--- src/rtl/pipe_hazard_ctrl.sv ---
// Pipeline sequencing controller: load-use stalls, branch/jump squash of
// FLUSH_CYCLES cycles and MD_CYCLES-cycle mul/div occupancy stalls.
module pipe_hazard_ctrl #(
    parameter int FLUSH_CYCLES = 1,
    parameter int MD_CYCLES    = 4,
    parameter int CNT_W        = 4
) (
    input  logic       CLK,
    input  logic       RST,
    input  logic [4:0] ID_rs,
    input  logic [4:0] ID_rt,
    input  logic       EX_MemRead,
    input  logic [4:0] EX_rt,
    input  logic       BranchTaken,
    input  logic       Jump,
    input  logic       MD_Start,
    output logic       PC_Stall,
    output logic       IF_Stall,
    output logic       Flash,
    output logic       EX_Bubble,
    output logic       MD_Busy,
    output logic [1:0] state
);

    localparam logic [1:0] S_RUN    = 2'd0;
    localparam logic [1:0] S_FLUSH  = 2'd1;
    localparam logic [1:0] S_MDWAIT = 2'd2;

    localparam logic [CNT_W-1:0] FLUSH_LOAD = CNT_W'(FLUSH_CYCLES - 1);
    localparam logic [CNT_W-1:0] MD_LOAD    = CNT_W'(MD_CYCLES - 1);
    localparam logic [CNT_W-1:0] CNT_ONE    = CNT_W'(1);

    logic [1:0]       r_state;
    logic [CNT_W-1:0] r_cnt;
    logic [1:0]       w_next_state;
    logic [CNT_W-1:0] w_next_cnt;
    logic             w_lu;
    logic             w_redirect;

    assign w_lu = EX_MemRead && (EX_rt != 5'd0) &&
                  ((EX_rt == ID_rs) || (EX_rt == ID_rt));
    assign w_redirect = BranchTaken || Jump;

    always_ff @(posedge CLK) begin
        if (RST) begin
            r_state <= S_RUN;
            r_cnt   <= '0;
        end else begin
            r_state <= w_next_state;
            r_cnt   <= w_next_cnt;
        end
    end

    // Single-cycle sequences never leave RUN; the counter only runs in FLUSH/MDWAIT.
    always_comb begin
        w_next_state = S_RUN;
        w_next_cnt   = r_cnt;
        case (r_state)
            S_RUN: begin
                if (w_redirect) begin
                    if (FLUSH_CYCLES > 1) begin
                        w_next_state = S_FLUSH;
                        w_next_cnt   = FLUSH_LOAD;
                    end
                end else if (MD_Start) begin
                    if (MD_CYCLES > 1) begin
                        w_next_state = S_MDWAIT;
                        w_next_cnt   = MD_LOAD;
                    end
                end
            end
            S_FLUSH, S_MDWAIT: begin
                w_next_cnt   = r_cnt - CNT_ONE;
                w_next_state = (r_cnt == CNT_ONE) ? S_RUN : r_state;
            end
            default: begin
                w_next_state = S_RUN;
                w_next_cnt   = '0;
            end
        endcase
    end

    always_comb begin
        PC_Stall  = 1'b0;
        IF_Stall  = 1'b0;
        Flash     = 1'b0;
        EX_Bubble = 1'b0;
        MD_Busy   = 1'b0;
        case (r_state)
            S_RUN: begin
                if (w_redirect) begin
                    Flash = 1'b1;
                end else if (MD_Start) begin
                    PC_Stall  = 1'b1;
                    IF_Stall  = 1'b1;
                    EX_Bubble = 1'b1;
                    MD_Busy   = 1'b1;
                end else if (w_lu) begin
                    PC_Stall  = 1'b1;
                    IF_Stall  = 1'b1;
                    EX_Bubble = 1'b1;
                end
            end
            S_FLUSH: begin
                Flash = 1'b1;
            end
            S_MDWAIT: begin
                PC_Stall  = 1'b1;
                IF_Stall  = 1'b1;
                EX_Bubble = 1'b1;
                MD_Busy   = 1'b1;
            end
            default: begin
                Flash = 1'b0;
            end
        endcase
    end

    assign state = r_state;

endmodule

--- config.mk ---
export PLATFORM = sky130hd
export DESIGN_NAME = pipe_hazard_ctrl
export DESIGN_NICKNAME = d
export VERILOG_FILES = /design/src/rtl/pipe_hazard_ctrl.sv
export SDC_FILE = /design/constraint.sdc
export NUM_CORES = 1
export LEC_CHECK = 0
export CORE_AREA = 2 2 39 41
export DETAILED_ROUTE_END_ITERATION = 7
export DIE_AREA = 0 0 41 43
export PLACE_DENSITY_LB_ADDON = 0.25
export SETUP_SLACK_MARGIN = 0.2
export SYNTH_ARGS = -nofsm -noshare
export SYNTH_HDL_FRONTEND = slang
export SYNTH_SLANG_ARGS = --single-unit
--- constraint.sdc ---
create_clock -name CLK -period 4.5 [get_ports CLK]
set_input_delay 0.9 -clock CLK [delete_from_list [all_inputs] [get_ports CLK]]
set_output_delay 0.9 -clock CLK [all_outputs]
set_load 0.01 [all_outputs]
; Word-level counts from Yosys, hierarchy flattened
; Cells that the tools add are included.
[totals]
ff_bits = 6
inputBits = 21
out_inout_bits = 7
elab_cells = 35
[classes]
add_sub_neg = 1
eq_ne = 8
mux = 16
reduce_logical = 8
[op_table]
columns = cell, n
row1 = $eq A5 B5 Y1, 2
row2 = $mux W4, 2
row3 = $pmux W4 S2, 1
row4 = $mux W1, 6
row5 = $mux W2, 3
row6 = $ne A2 B2 Y1 const B, 3
row7 = $pmux W1 S2, 3
row8 = $reduce_bool A5 Y1, 1
row9 = $eq A4 B1 Y1 const B, 1
row10 = $pmux W2 S2, 1
row11 = $sub A4 B1 Y4 const B, 1
row12 = $eq A2 B1 Y1 const B, 1
row13 = $eq A2 B2 Y1 const B, 1
row14 = $logic_and A1 B1 Y1, 2
row15 = $logic_not A2 Y1, 1
row16 = $logic_or A1 B1 Y1, 2
row17 = $reduce_and A2 Y1, 1
row18 = $reduce_or A2 Y1, 1

; Depth between registers and ports, before layout
; Gate-level depths: netlist of run 1.
[depth]
depth_word = 7
depth_mapped = 5
ltp_nobuf = 5

; Worst setup path before layout of run 1
; OpenSTA, ideal clock, no wires.
[synth_timing]
kind = input to output
startpoint = input port EX_rt[1]
endpoint = output port IF_Stall
arrival_ns = 1.884
required_ns = 3.600
slack_ns = 1.716
stages = 4
n_path_buf = 1
cell_sequence = or4_1 -> o211ai_1 -> o21ai_1 -> buf_4
[synth_between]
elab_chain_len = 7
elab_cells_between_ends = 10
classes_between = 2 x eq/ne / 4 x mux / 4 x reduce/logical
[synth_lines]
columns = item, line_no
row1 = "start, declared", 13  ; input logic [4:0] EX_rt,
row2 = $eq A5 B5 Y1 / $reduce_bool A5 Y1 (equally long branches), "41, 40"
row3 = $logic_or A1 B1 Y1 / $logic_and A1 B1 Y1 (equally long branches), "41, 40"
row4 = $logic_and A1 B1 Y1 (*), 40  ; assign w_lu = EX_MemRead && (EX_rt != 5'd0) &&
row5 = $mux W1 (*) (3 in series), -
row6 = $pmux W1 S2 (*), -
row7 = "end, declared", 18  ; output logic IF_Stall,
; Mark *: on every way between the ends. The rest lies on a longest branch, timed or not.

; Worst setup path in the final report of run 1
[layout_timing]
startpoint = input port EX_rt[1]
endpoint = output port EX_Bubble
[layout_between]
elab_chain_len = 7
elab_cells_between_ends = 10
classes_between = 2 x eq/ne / 4 x mux / 4 x reduce/logical
[layout_lines]
columns = item, line_no
row1 = $eq A5 B5 Y1 / $reduce_bool A5 Y1 (equally long branches), "41, 40"
row2 = $logic_or A1 B1 Y1 / $logic_and A1 B1 Y1 (equally long branches), "41, 40"
row3 = $logic_and A1 B1 Y1 (*), 40
row4 = $mux W1 (*), 98  ; end else if (w_lu) begin
row5 = $mux W1 (*), 93  ; end else if (MD_Start) begin
row6 = $mux W1 (*), 91  ; if (w_redirect) begin
row7 = $pmux W1 S2 (*), 89  ; case (r_state)
row8 = "end, declared", 20  ; output logic EX_Bubble,
; Marks and branches as above.

==> impl_metrics.toml, run 1 <==
[global_routing]
use_met1 = 0.116
grtUsageMet2 = 0.203
grt_antenna_before_repair = 0
grt_max_degree = 10
busiest_layer = "met2"
grt-ovfl-total = 0
grtUsageTotal = 0.119
grt_pass1_vias = 377
grt_pass1_wl_um = 1420
grtUsageMet3 = 0.0785

[critical_path]
setup.worst_path.class = "input port to output port"
critPathLaunchType = "input port"
end_kind = "output port"
r2r-start = "state[1]"
worst-r2r-cell-count = 4
r2r_setup_slack_ps = 3260
r2r_end = "r_cnt[0]"
path_max_fanout = 3
cp.required_ps = 3600
cp.arrival_ps = 2680

[layout]
diodes = 0
final_cell_mix = "clkdlybuf4s50_1 (26), xor2_1 (11), dfxtp_1 (5)"
layout-drive-gt1-share = 0.0933
layout_commonest_cell = "clkdlybuf4s50_1"
final_nets = 99
seq_area_um2 = 100
area_growth_pct = 67.6
multi_input_area_um2 = 283
fillers = 132

[cts]
path_clk_slew_ps = 40
clock_latency_ps = 240
cts_num_sinks = 5
holdBufCountCts = 0
cts_setup_buffers = 0
numCtsBuffers = 3
htree_levels = 1
cts-resized-gates = 0
cts_tree = "yes"
root_buffer = "clkbuf_4"
ctsLongestPathBuffers = 2

[die]
ioPinCount = 28
die_w_um = 41
placementRows = 14
core_um2 = 1380
die_area_um2 = 1760
start_util = 0.304
die_h_um = 43

[power_and_ir_drop]
irDropWorstVdd_mv = 0.117
swShare = 0.260
p_clk_frac = 0.335
finalPower_uw = 154
power.internal_uw = 114
leakage_nw = 0.277
p_per_area_nw_per_um2 = 219
netSwitchingPower_uw = 40.1
seqPwrFrac = 0.322
combPwrFrac = 0.343

[routing]
drt_wl_total_um = 899
drtPass1Iterations = 4
avgViaCountPerCell = 4.58
ant_nets = 0
num_vias = 417
first_iter_violations = 3
wl_per_cell_um = 9.88
drc = 0

[job]
drv_cap = 0

[sta]
fin_crit_sh = 0.795
setup_ws_ps = 922
finalSetupTns_ps = 0
finalHoldViolCount = 0
max_freq_mhz = 279
finalCriticalPeriod_ps = 3580
clock_skew_ps = 1.88
report.final.slew_viol_count = 0
grt_setup_unrepaired = "no"
finalSetupViolations = 0
hold_ws_ps = 503

[synth]
synth_area_um2 = 420
synthCells = 48
yosys_register_bits = 5
syn_avg_cell_area_um2 = 8.76
synth-edff-count = 0
synthFlopType = "dfxtp_1"
synth_top_cell_area_share = 0.238
yosysWarnings = 0
synth.area.top_cells = "dfxtp_1 (24%), xor2_1 (23%), ha_1 (6.0%)"
synth_cell_type_count = 22
yosys.area.top_type = "dfxtp_1"
async_flop_share = 0
syn_nets = 71
ys_seq_area_frac = 0.238

[hold_path]
hold_path_class = "flip-flop to flip-flop"
hold_path_startpoint = "r_cnt[2]"
whs_path_depth = 2
holdPathEnd = "r_cnt[2]"

[run_status]
outcome = "complete, no violations"

[placement]
port_buffers = 26
place_congestion = 0.747
hpwl_um = 786
dp_slack_ps = 903
==> power groups by stage <==
stage | clock network, mW | logic, mW | registers (mW)
after floorplan | 0 | 0.0252 | 0.0499
after global placement | 0 | 0.0530 | 0.0502
after detailed placement | 0 | 0.0535 | 0.0503
after CTS | 0.0541 | 0.0536 | 0.0495
after global routing | 0.0605 | 0.0583 | 0.0497
final | 0.0516 | 0.0528 | 0.0496
==> how the worst max path moves through the flow <==
stage                  start         to  depth (start not counted)
finish              EX_rt[1]  EX_Bubble                          5
floorplan           EX_rt[1]   IF_Stall                          4
global route        EX_rt[4]   PC_Stall                          6
global placement    EX_rt[4]  EX_Bubble                          5
CTS                 EX_rt[1]  EX_Bubble                          5
detailed placement  EX_rt[1]  EX_Bubble                          5
==> logic make-up (layout without fill, tap and decap cells) <==
| family | after synthesis | in the layout | share of synthesized area |
|---|---|---|---|
| flip-flops | 5 | 5 | 0.238 |
| adder cells (fa/ha/maj) | 2 | 2 | 0.0595 |
| other | 1 | 1 | 0.00892 |
| multiplexers | 1 | 1 | 0.0357 |
| buffers and inverters | 7 | 34 | 0.0893 |
| AND/OR/NAND/NOR | 12 | 12 | 0.164 |
| XOR/XNOR | 11 | 11 | 0.229 |
| AO/OA/AOI/OAI | 9 | 9 | 0.176 |
==> worst max-delay path, stage by stage <==
cell             delay [ps]
clkdlybuf4s50_1         460
or4_1                   540
o211ai_1                170
o21ai_1                 100
clkdlybuf4s50_1         500
==> cells in the mapped netlist, types with 2 or more instances <==
cell and number:
buf_4 3, dfxtp_1 5, ha_1 2, nor2_1 3, xor2_1 11, a22oi_1 2, inv_1 4, nor3_1 4
==> state kept, by name, summed over array words and instances, names as in the netlist <==
register and flops:
r_cnt 4, state 1
==> layer usage <==
layer | wire, µm | vias to the layer above
li1 | - | 219
met1 | 334 | 184
met5 | 0 | -
met2 | 501 | 14
met4 | 0 | 0
met3 | 63 | 0
==> layout make-up <==
class                           instances  area share
Tap cell                               16      0.0284
Clock buffer                            4      0.0373
Timing Repair Buffer                   26       0.369
Sequential cell                         5       0.142
Multi-Input combinational cell         36       0.401
Inverter                                4      0.0213
==> through the flow <==
| stage | util | area, µm² | instances |
|---|---|---|---|
| floorplan | - | 420 | 48 |
| global placement | 0.490 | 678 | 87 |
| detailed placement | 0.490 | 678 | 87 |
| CTS | 0.509 | 704 | 91 |
| global route | 0.509 | 704 | 91 |
| finish | 0.509 | 704 | 91 |
(Power assumes the default switching activity.)
==> run 2, diff against run 1 <==
==> constraint.sdc (replaced) <==
create_clock -name CLK -period 3.3 [get_ports CLK]
set_input_delay 0.66 -clock CLK [delete_from_list [all_inputs] [get_ports CLK]]
set_output_delay 0.66 -clock CLK [all_outputs]
set_load 0.01 [all_outputs]
==> run 2 against run 1 <==
Effect of this change: non-clock buffer count did not move; clock power rose by 36%; cell count did not move; core utilization fell by 0.27 points; routed wire length rose by 0.11%; largest power group is now the clock network.
==> impl_metrics.toml, run 2 (synthesized netlist as in run 1, its figures left out) <==
[layout]
final_nets = 99
layout.cells.non_filler = 91
layout_commonest_cell = "clkdlybuf4s50_1"
fillers = 129
final_cell_mix = "clkdlybuf4s50_1 (23), xor2_1 (11), dfxtp_1 (5)"
fin_area_um2 = 701
area_growth_pct = 66.7
final_core_util = 0.506
largest_reg_flops = 4
regMostFlops = "r_cnt"
diodes = 0
layout-drive-gt1-share = 0.0933

[cts]
holdBufCountCts = 0
cts_num_sinks = 5
numCtsBuffers = 3
root_buffer = "clkbuf_4"
clock_latency_ps = 240
path_clk_slew_ps = 40
ctsLongestPathBuffers = 2
htree_levels = 1
cts_tree = "yes"

[power_and_ir_drop]
leakage_nw = 0.288
finalPower_uw = 208
p_per_area_nw_per_um2 = 297
irDropWorstVdd_mv = 0.159

[die]
start_util = 0.304
placementRows = 14
core_um2 = 1380
die_h_um = 43
die_w_um = 41
die_area_um2 = 1760
ioPinCount = 28

[routing]
wl_per_cell_um = 9.89
ant_nets = 0
drc = 0
first_iter_violations = 3
drtPass1Iterations = 4
num_vias = 417
drt_wl_total_um = 900
avgViaCountPerCell = 4.58

[sta]
finalHoldViolCount = 0
finalCriticalPeriod_ps = 2890
setup_ws_ps = 406
hold_ws_ps = 503
max_freq_mhz = 346
clock_skew_ps = 1.88
fin_crit_sh = 0.877
grt_setup_unrepaired = "no"
finalSetupTns_ps = 0
finalSetupViolations = 0
report.final.slew_viol_count = 0

[placement]
place_area_um2 = 678
dp_slack_ps = 183
placedCellCount = 87
place_congestion = 0.747
port_buffers = 26
hpwl_um = 786

[global_routing]
grt_pass1_vias = 377
use_met1 = 0.116
grt_max_degree = 10
grt-ovfl-total = 0
grtUsageTotal = 0.119
grt_pass1_wl_um = 1420
busiest_layer = "met2"
grtUsageMet2 = 0.203
grt_antenna_before_repair = 0
grtUsageMet3 = 0.0785

[critical_path]
startpoint = "EX_rt[1]"
setup.worst_path.class = "input port to output port"
path_max_fanout = 3
worst-r2r-cell-count = 4
cp.arrival_ps = 2230
critPathLaunchType = "input port"
r2r_setup_slack_ps = 2060
r2r_end = "r_cnt[0]"
cp.required_ps = 2640
crit_end = "EX_Bubble"
end_kind = "output port"
r2r-start = "state[1]"

[run_status]
outcome = "complete, no violations"

[hold_path]
hold_path_class = "flip-flop to flip-flop"

[job]
drv_cap = 0
run 2: cell types whose count changed in the layout (fill, tap and decap cells not counted):
cell	change
dlygate4sd2_1	+3
clkdlybuf4s50_1	-3
run 2: area by class of cell:
| type | count | area (µm²) | share of cell area |
|---|---|---|---|
| Clock buffer | 4 | 26.3 | 0.0375 |
| Inverter | 4 | 15.0 | 0.0214 |
| Multi-Input combinational cell | 36 | 283 | 0.404 |
| Sequential cell | 5 | 100 | 0.143 |
| Tap cell | 16 | 20.0 | 0.0286 |
| Timing Repair Buffer | 26 | 256 | 0.366 |
run 2: where the power goes:
group	internal, mW	leakage [nW]	switching (mW)	total (mW)
logic	0.0436	0.232	0.0264	0.0701
clock network	0.0457	0.0150	0.0247	0.0704
registers	0.0642	0.0409	0.00338	0.0676
run 2: worst min-delay path by stage:
stage | end | startpoint | slack [ps] | cells after the start
detailed placement | r_cnt[2] | r_cnt[2] | 500 | 2
CTS | r_cnt[2] | r_cnt[2] | 510 | 2
floorplan | r_cnt[2] | r_cnt[2] | 460 | 2
global route | r_cnt[2] | r_cnt[2] | 520 | 2
global placement | r_cnt[2] | r_cnt[2] | 490 | 2
finish | r_cnt[2] | r_cnt[2] | 500 | 2
run 2: critical path, cell delays in order:
cell,delay (ps)
clkdlybuf4s50_1,460
or4_1,540
o211ai_1,170
o21ai_1,100
dlygate4sd2_1,310
run 2: repair_timing:
item,CTS,global route
endpoints found under the setup margin,3,0
resized for setup,3,0
buffers inserted,0,0
run 2: metal layers:
| metal | up-vias | part of all wire |
|---|---|---|
| met5 | - | 0 |
| met3 | 0 | 0.071 |
| met1 | 184 | 0.37 |
| met4 | 0 | 0 |
| li1 | 219 | - |
| met2 | 14 | 0.56 |
